**config.mk**
```make
export PLATFORM = sky130hd
export DESIGN_NAME = nibble_serial_adder_ctrl
export DESIGN_NICKNAME = d
export VERILOG_FILES = /design/src/rtl/nibble_serial_adder_ctrl.sv
export SDC_FILE = /design/constraint.sdc
export NUM_CORES = 1
export LEC_CHECK = 0
export BUFFER_PORTS_ARGS = -buffer_cell sky130_fd_sc_hd__buf_2
export CAP_MARGIN = 20
export CELL_PAD_IN_SITES_DETAIL_PLACEMENT = 0
export CELL_PAD_IN_SITES_GLOBAL_PLACEMENT = 1
export CORE_UTILIZATION = 30
export DETAILED_ROUTE_END_ITERATION = 8
export HOLD_SLACK_MARGIN = 0.12
export PLACE_DENSITY = 0.68
export SKIP_CTS_REPAIR_TIMING = 1
export SLEW_MARGIN = 5
export SYNTH_ARGS = -nofsm -noshare
export SYNTH_HDL_FRONTEND = slang
export SYNTH_SLANG_ARGS = --single-unit
```
**constraint.sdc**
```tcl
create_clock -name clk -period 4.7 [get_ports clk]
set_clock_uncertainty 0.05 [all_clocks]
set_input_delay 0.705 -clock clk [delete_from_list [all_inputs] [get_ports clk]]
set_output_delay 0.705 -clock clk [all_outputs]
set_load 0.005 [all_outputs]
```
**src/rtl/nibble_serial_adder_ctrl.sv**
```systemverilog
// Nibble-serial 32-bit adder/subtractor.
// One 4-bit carry-lookahead slice is reused for eight cycles, working from the
// least significant nibble upward, and the full result is published at the end.

// 4-bit carry-lookahead slice. It returns the nibble sum and the group
// generate/propagate pair, so the caller can form the group carry-out.
module adder_4bit (
  input  logic [3:0] a_i,
  input  logic [3:0] b_i,
  input  logic       c_i,
  output logic [3:0] s_o,
  output logic       g_o,
  output logic       p_o
);

  logic [3:0] gen;
  logic [3:0] prop;
  logic [3:0] carry;

  // Bit generate/propagate, lookahead carries and the group G/P terms
  always_comb begin
    gen      = a_i & b_i;
    prop     = a_i ^ b_i;
    carry[0] = c_i;
    carry[1] = gen[0] | (prop[0] & c_i);
    carry[2] = gen[1] | (prop[1] & gen[0]) | (prop[1] & prop[0] & c_i);
    carry[3] = gen[2] | (prop[2] & gen[1]) | (prop[2] & prop[1] & gen[0])
             | (prop[2] & prop[1] & prop[0] & c_i);
    s_o      = prop ^ carry;
    g_o      = gen[3] | (prop[3] & gen[2]) | (prop[3] & prop[2] & gen[1])
             | (prop[3] & prop[2] & prop[1] & gen[0]);
    p_o      = &prop;
  end

endmodule

// Controller: accepts an operation, walks the eight nibbles through the slice
// and raises done for one cycle once sum, cout and ovf have been updated.
module nibble_serial_adder_ctrl (
  input  logic        clk,
  input  logic        rst_n,
  input  logic        start_i,
  input  logic        sub_i,
  input  logic [31:0] a_i,
  input  logic [31:0] b_i,
  input  logic        cin_i,
  output logic        busy_o,
  output logic        done_o,
  output logic [31:0] sum_o,
  output logic        cout_o,
  output logic        ovf_o
);

  typedef enum logic [1:0] {
    IDLE = 2'd0,
    RUN  = 2'd1,
    DONE = 2'd2
  } state_t;

  state_t      state_q, state_d;
  logic [2:0]  cnt_q, cnt_d;
  logic [31:0] opA_q, opA_d;
  logic [31:0] opB_q, opB_d;
  logic        carry_q, carry_d;
  logic [31:0] acc_q, acc_d;
  logic [31:0] sum_q, sum_d;
  logic        cout_q, cout_d;
  logic        ovf_q, ovf_d;

  logic [3:0]  nibA;
  logic [3:0]  nibB;
  logic [3:0]  nibSum;
  logic        nibG;
  logic        nibP;
  logic        nibCarry;

  adder_4bit u_slice (
    .a_i (nibA),
    .b_i (nibB),
    .c_i (carry_q),
    .s_o (nibSum),
    .g_o (nibG),
    .p_o (nibP)
  );

  // Select the current nibble of the latched operands and form its carry-out
  always_comb begin
    nibA     = opA_q[{cnt_q, 2'b00} +: 4];
    nibB     = opB_q[{cnt_q, 2'b00} +: 4];
    nibCarry = nibG | (nibP & carry_q);
  end

  // Next-state logic: operand capture in IDLE, one nibble per cycle in RUN,
  // and the result published on the final RUN edge
  always_comb begin
    state_d = state_q;
    cnt_d   = cnt_q;
    opA_d   = opA_q;
    opB_d   = opB_q;
    carry_d = carry_q;
    acc_d   = acc_q;
    sum_d   = sum_q;
    cout_d  = cout_q;
    ovf_d   = ovf_q;
    unique case (state_q)
      IDLE: begin
        if (start_i) begin
          state_d = RUN;
          cnt_d   = 3'd0;
          opA_d   = a_i;
          opB_d   = sub_i ? ~b_i : b_i;
          carry_d = sub_i | cin_i;
          acc_d   = 32'd0;
        end
      end
      RUN: begin
        acc_d   = {nibSum, acc_q[31:4]};
        carry_d = nibCarry;
        cnt_d   = cnt_q + 3'd1;
        if (cnt_q == 3'd7) begin
          state_d = DONE;
          sum_d   = {nibSum, acc_q[31:4]};
          cout_d  = nibCarry;
          ovf_d   = (opA_q[31] == opB_q[31]) && (nibSum[3] != opA_q[31]);
        end
      end
      DONE: begin
        state_d = IDLE;
      end
      default: begin
        state_d = IDLE;
      end
    endcase
  end

  // State, operand, accumulator and result registers
  always_ff @(posedge clk or negedge rst_n) begin
    if (!rst_n) begin
      state_q <= IDLE;
      cnt_q   <= 3'd0;
      opA_q   <= 32'd0;
      opB_q   <= 32'd0;
      carry_q <= 1'b0;
      acc_q   <= 32'd0;
      sum_q   <= 32'd0;
      cout_q  <= 1'b0;
      ovf_q   <= 1'b0;
    end else begin
      state_q <= state_d;
      cnt_q   <= cnt_d;
      opA_q   <= opA_d;
      opB_q   <= opB_d;
      carry_q <= carry_d;
      acc_q   <= acc_d;
      sum_q   <= sum_d;
      cout_q  <= cout_d;
      ovf_q   <= ovf_d;
    end
  end

  // Status flags are decoded from the state; results come straight from registers
  always_comb begin
    busy_o = (state_q == RUN);
    done_o = (state_q == DONE);
    sum_o  = sum_q;
    cout_o = cout_q;
    ovf_o  = ovf_q;
  end

endmodule

```
==> metrics.txt, run 1 <==
Hold Crit Class input pin to async pin; gpl congestion between 0.7 and 0.8; post-synthesis cell area between 5000 and 6000 sq um; Max Cap Viol 0; vias in the first global route approximately 3,800; Worst path slowest cell dfrtp_1; Synth async-reset ratio between 90% and 100%; # DRC 0; R2R Path End ovf_o; vias after detailed routing approximately 3,700; Vert. Die Dim between 100 and 150 um; ratio of cells with drive above 1 in the final layout 41.05%; Critical Path Source Type register; Cells after Synth between 400 and 500; remaining global-route overflow 0; Power Density between 700 and 800 nW/um^2; Initial Utilization between 30% and 40%; library cells used by synthesis 33; Pleak 3.203 nW; dpl hpwl between 8000 and 9000 um; worst IR drop on VDD 0.2949 mV; FMAX a little over 0.3 GHz; TritonCTS clock tree yes; CP max FO 12; Seq/Total Area, Yosys a little under three fifths; drt via density around 4.6; diode count 0; critical path, cell by cell buf_4, mux4_1, mux2_4, ha_1, a21o_1, and4_1, or3_1, o211ai_1; Hold Vio Cnt, Final 0; #FFs+latches synth 132; top cell type's share of synthesized area a little under three fifths; post-route ant nets 0; initial antenna violation count 0; Area Overhead vs Synth 23.03%; Max Root-Sink Buffers 2; Final Cycle Share 68.80%; cell accounting for the most synthesized area dfrtp_1; Storage cell area 3303 sq um; worst path bufs/invs 1; DIE AREA approximately 20,000 sq um; area occupied by multi-input gates ~2300 sq um; top cells by area, synth dfrtp_1 (57%), mux2_2 (12%), xnor2_1 (5.1%); core footprint between 15,000 and 20,000 sq um; Cell Rows 50; CP arrival 3510 ps; post-layout minimum cycle time approximately 3200 ps; Final setup violation count 0; crit path launch cnt_q[0]; FF-to-FF setup slack roughly 1500 ps; Rel. slew slack 33.69%; total iterations of the first detailed-routing run 4; Iter 0 DRT Violations 168; Nets 596; CTS Root Buffer Type clkbuf_16; reg-to-reg startpoint cnt_q[0]; Skew-Pair Late Insertion Delay 410 ps; Post-synth top cells dfrtp_1 (132), mux2_2 (62), a21oi_1 (34), nor2_1 (34), xnor2_1 (34); Boundary Pins between 100 and 150; mean post-synth cell area ~14 sq um; Crit. End Element register; number of stages on the worst setup path 8; fill count 1,836; syn_nets between 400 and 500; kind of critical path register to register; Power Total approximately 0.0055 W; Top delay family on crit path multiplexers; I/O Buffers around 100; number of synthesized flops with an enable pin 0; most common cell in the netlist dfrtp_1; largest net degree at the start of global routing between 90 and 100; Slew Viols, Final 0; Final Util 37.95%; worst reg2reg path depth 8; global-route wire length before repair slightly above 20,000 um; Clock Sinks 132; WL/cell about 16 um; unrepaired setup endpoints after global routing false; critical path endpoint ovf_o; cts bufs inserted 17; Final TNS setup 0 ps; Worst-path clk slew about 60 ps; CTS H-tree lvls 4; Total GRT Usage about 14%; chip width ~140 um; status finished, final reports clean; DRT Wirelength 12,510 um; Final Cell Area a little over 7000 sq um; Worst EP required 4980 ps; yosys warns 0; ys flop type dfrtp_1; Least-Margin Pin Slew about 990 ps; Placed Area 6555 sq um; largest stage delay on the critical path ~600 ps
## flip-flops by register name, indices dropped and copies added, names as in the netlist
register and flops:
opA_q 32, opB_q 32, sum_o 32, acc_q 28
cnt_q 3, state_q 2, carry_q 1, cout_o 1
ovf_o 1
## worst reg2reg max path: cells and delay by family (launching register included)
family	cells	cell delay, ps
AND/OR/NAND/NOR	2	650
flip-flops	1	600
AO/OA/AOI/OAI	2	390
adder cells (fa/ha/maj)	1	300
multiplexers	2	850
buffers and inverters	1	310
## cells in the final DEF, fill, tap and decap left out, types with 2 or more instances in the layout
| master | n |
|---|---|
| a21oi_1 | 34 |
| a22o_1 | 28 |
| buf_2 | 103 |
| buf_4 | 6 |
| bufinv_16 | 3 |
| clkbuf_1 | 2 |
| clkbuf_16 | 17 |
| clkbuf_8 | 2 |
| clkinv_2 | 3 |
| clkinv_4 | 2 |
| dfrtp_1 | 132 |
| ha_1 | 6 |
| inv_1 | 2 |
| mux2_2 | 62 |
| mux2_4 | 8 |
| mux4_1 | 8 |
| mux4_2 | 8 |
| nand2_1 | 9 |
| nor2_1 | 34 |
| nor2b_1 | 2 |
| o211ai_1 | 2 |
| o21ai_0 | 7 |
| or3_1 | 2 |
| xnor2_1 | 34 |
## metrics by stage
step / hold WS (ps) / setup WS [ps] / cells
2_1_floorplan: 359.4 / 1927 / 421
3_3_place_gp: 427.2 / 1533 / 761
3_5_place_dp: 425.4 / 1446 / 761
4_1_cts: 320.5 / 1429 / 791
5_1_grt: 336.0 / 1285 / 791
6_report: 273.4 / 1466 / 791
## layout make-up
cell class / count / area share, %
flip-flops and latches: 132 / 46.23
clock inverters: 9 / 1.821
inverters: 2 / 0.1051
multi-input cells: 257 / 32.85
repair buffers: 110 / 8.002
well taps: 260 / 4.553
clock buffers: 21 / 6.444
## power by group
| part | leakage (nW) | switching, W | internal (W) |
|---|---|---|---|
| combinational | 1.33 | 0.000913 | 0.00116 |
| clock | 0.289 | 0.000470 | 0.000854 |
| sequential | 1.59 | 0.000401 | 0.00169 |
| total | 3.20 | 0.00178 | 0.00370 |
## worst min-delay path by stage
stage / from / end / slack [ps] / depth (start not counted)
final: rst_n / sum_o[27] / 270 / 1
after global routing: rst_n / sum_o[27] / 340 / 1
after CTS: rst_n / sum_o[27] / 320 / 1
after detailed placement: sum_o[31] / sum_o[31] / 430 / 2
after global placement: sum_o[31] / sum_o[31] / 430 / 2
after floorplan: rst_n / acc_q[10] / 360 / 0
## metal layers
layer	up-vias	share of wire [%]	track usage, %	routed length, um
li1	1719	-	-	-
met1	1838	48	18.28	5946
met2	98	47	20.87	5880
met3	15	4.0	3.159	506
met4	0	1.4	5.835	177
met5	-	0	0	0
## logic make-up (layout without fill, tap and decap cells)
group	Yosys count	count (layout)	share of synthesized area [%]
flip-flops	132	132	56.87
multiplexers	86	86	20.81
AO/OA/AOI/OAI	78	78	8.875
AND/OR/NAND/NOR	52	52	3.813
XOR/XNOR	34	34	5.127
buffers and inverters	32	142	2.865
adder cells (fa/ha/maj)	7	7	1.637
Note: power is estimated with default switching activity, not from simulation.
==> run 2: changes to the inputs <==
==> constraint.sdc (replaced) <==
create_clock -name clk -period 3 [get_ports clk]
set_clock_uncertainty 0.05 [all_clocks]
set_input_delay 0.45 -clock clk [delete_from_list [all_inputs] [get_ports clk]]
set_output_delay 0.45 -clock clk [all_outputs]
set_load 0.005 [all_outputs]
==> metrics.txt, run 2 (synthesized netlist as in run 1, its figures left out) <==
Total GRT Usage a little over an eighth; Crit. End Element register; kind of critical path register to register; Worst EP required ~3300 ps; WL/cell around 16 um; drt via density approximately 4.6; Area Overhead vs Synth 24.86%; vias in the first global route 3,809; Skew-Pair Late Insertion Delay slightly above 400 ps; TritonCTS clock tree yes; Hold Crit Class input pin to register; diode count 0; Critical Path Source Type register; Max Cap Viol 0; CP max FO 5; Max Root-Sink Buffers 2; commonest non-fill, non-tap cell in the layout dfrtp_1; initial antenna violation count 0; global-route wire length before repair between 20,000 and 25,000 um; Nets 601; FF-to-FF setup slack between 100 and 150 ps; Final setup violation count 0; Initial Utilization a little under a third; Final Cycle Share 95.03%; cts bufs inserted 17; Worst-path clk slew 60 ps; total iterations of the first detailed-routing run 5; Power Density approximately 1200 nW/um^2; dpl hpwl 8678 um; ratio of cells with drive above 1 in the final layout between 40 and 50%; Final TNS setup 0 ps; Power Total slightly below 0.009 W; Iter 0 DRT Violations around 100; hold path cells 2; CP arrival around 3100 ps; remaining global-route overflow 0; Worst path slowest cell mux4_1; core footprint around 19,000 sq um; post-layout minimum cycle time between 2000 and 3000 ps; vias after detailed routing around 3,700; post-route ant nets 0; Clock Sinks 132; DIE AREA between 15,000 and 20,000 sq um; Least-Margin Pin Slew slightly below 900 ps; CTS H-tree lvls 4; Slew Viols, Final 0; Cell Rows 50; worst reg2reg path depth 8; Pleak 3.249 nW; largest net degree at the start of global routing slightly below 100; # DRC 0; Rel. slew slack approximately two fifths; critical path, cell by cell buf_4, mux4_1, mux2_4, ha_1, a21o_1, and4_1, or3_1, o211ai_1; fill count 1,809; DRT Wirelength around 12,000 um; Vert. Die Dim ~140 um; gpl congestion 0.7944; Hold Vio Cnt, Final 0; CTS Root Buffer Type clkbuf_16; chip width roughly 140 um; largest stage delay on the critical path 550 ps; unrepaired setup endpoints after global routing false; FMAX 0.3508 GHz; most frequent cells in the layout dfrtp_1 (132), buf_2 (103), mux2_2 (62); WHS ~220 ps; I/O Buffers around 100; Boundary Pins approximately 110; status finished, final reports clean; worst IR drop on VDD between 0.4 and 0.5 mV
## run 2: cell count changes in the layout (fill, tap and decap cells not counted), moves of 2 or more
cell / previous run / this run
inv_6: 0 / 5
buf_12: 0 / 3
clkbuf_1: 2 / 0
clkbuf_8: 2 / 0
## run 2: worst paths after layout
kind / startpoint / to
setup / recovery: cnt_q[0] / ovf_o
hold / removal: a_i[22] / opA_q[22]
setup reg to reg: cnt_q[0] / ovf_o
hold reg to reg: sum_o[31] / sum_o[31]
max in group asynchronous: rst_n / acc_q[31]
min in group asynchronous: rst_n / sum_o[27]
## run 2: cell type report
class | instances | area (sq um) | share of cell area, %
Clock buffer | 17 | 425.4 | 5.866
Clock inverter | 15 | 177.7 | 2.450
Inverter | 2 | 7.507 | 0.1035
Multi-Input combinational cell | 257 | 2360 | 32.54
Sequential cell | 132 | 3303 | 45.55
Tap cell | 260 | 325.3 | 4.486
Timing Repair Buffer | 115 | 653.1 | 9.006
## run 2: layer usage
metal	track usage (%)	share of wire, %	up-vias	routed length, um
met2	21.05	48	88	6016
met4	3.947	0.87	0	109
met1	17.56	47	1847	5818
met3	3.940	4.4	9	549
met5	0	0	-	0
li1	-	-	1725	-
## run 2: where the power goes
part	switching, W	internal (W)
Combinational	0.00153	0.00191
Sequential	0.000555	0.00265
Clock	0.000793	0.00131
## run 2: metrics by stage
stage,setup WS [ps],util [%],cells,cell area [sq um]
floorplan,227.2,-,421,5808
CTS,118.2,38.37,797,7226
global placement,227.4,35.17,765,6623
global route,23.17,38.51,798,7252
detailed placement,154.6,35.17,765,6623
finish,149.0,38.51,798,7252
## run 2: worst max-delay path: cells and delay by family, from the launching register on
kind,cells,cell delay [ps]
multiplexers,2,850
AND/OR/NAND/NOR,2,640
AO/OA/AOI/OAI,2,390
flip-flops,1,370
adder cells (fa/ha/maj),1,290
buffers and inverters,1,160
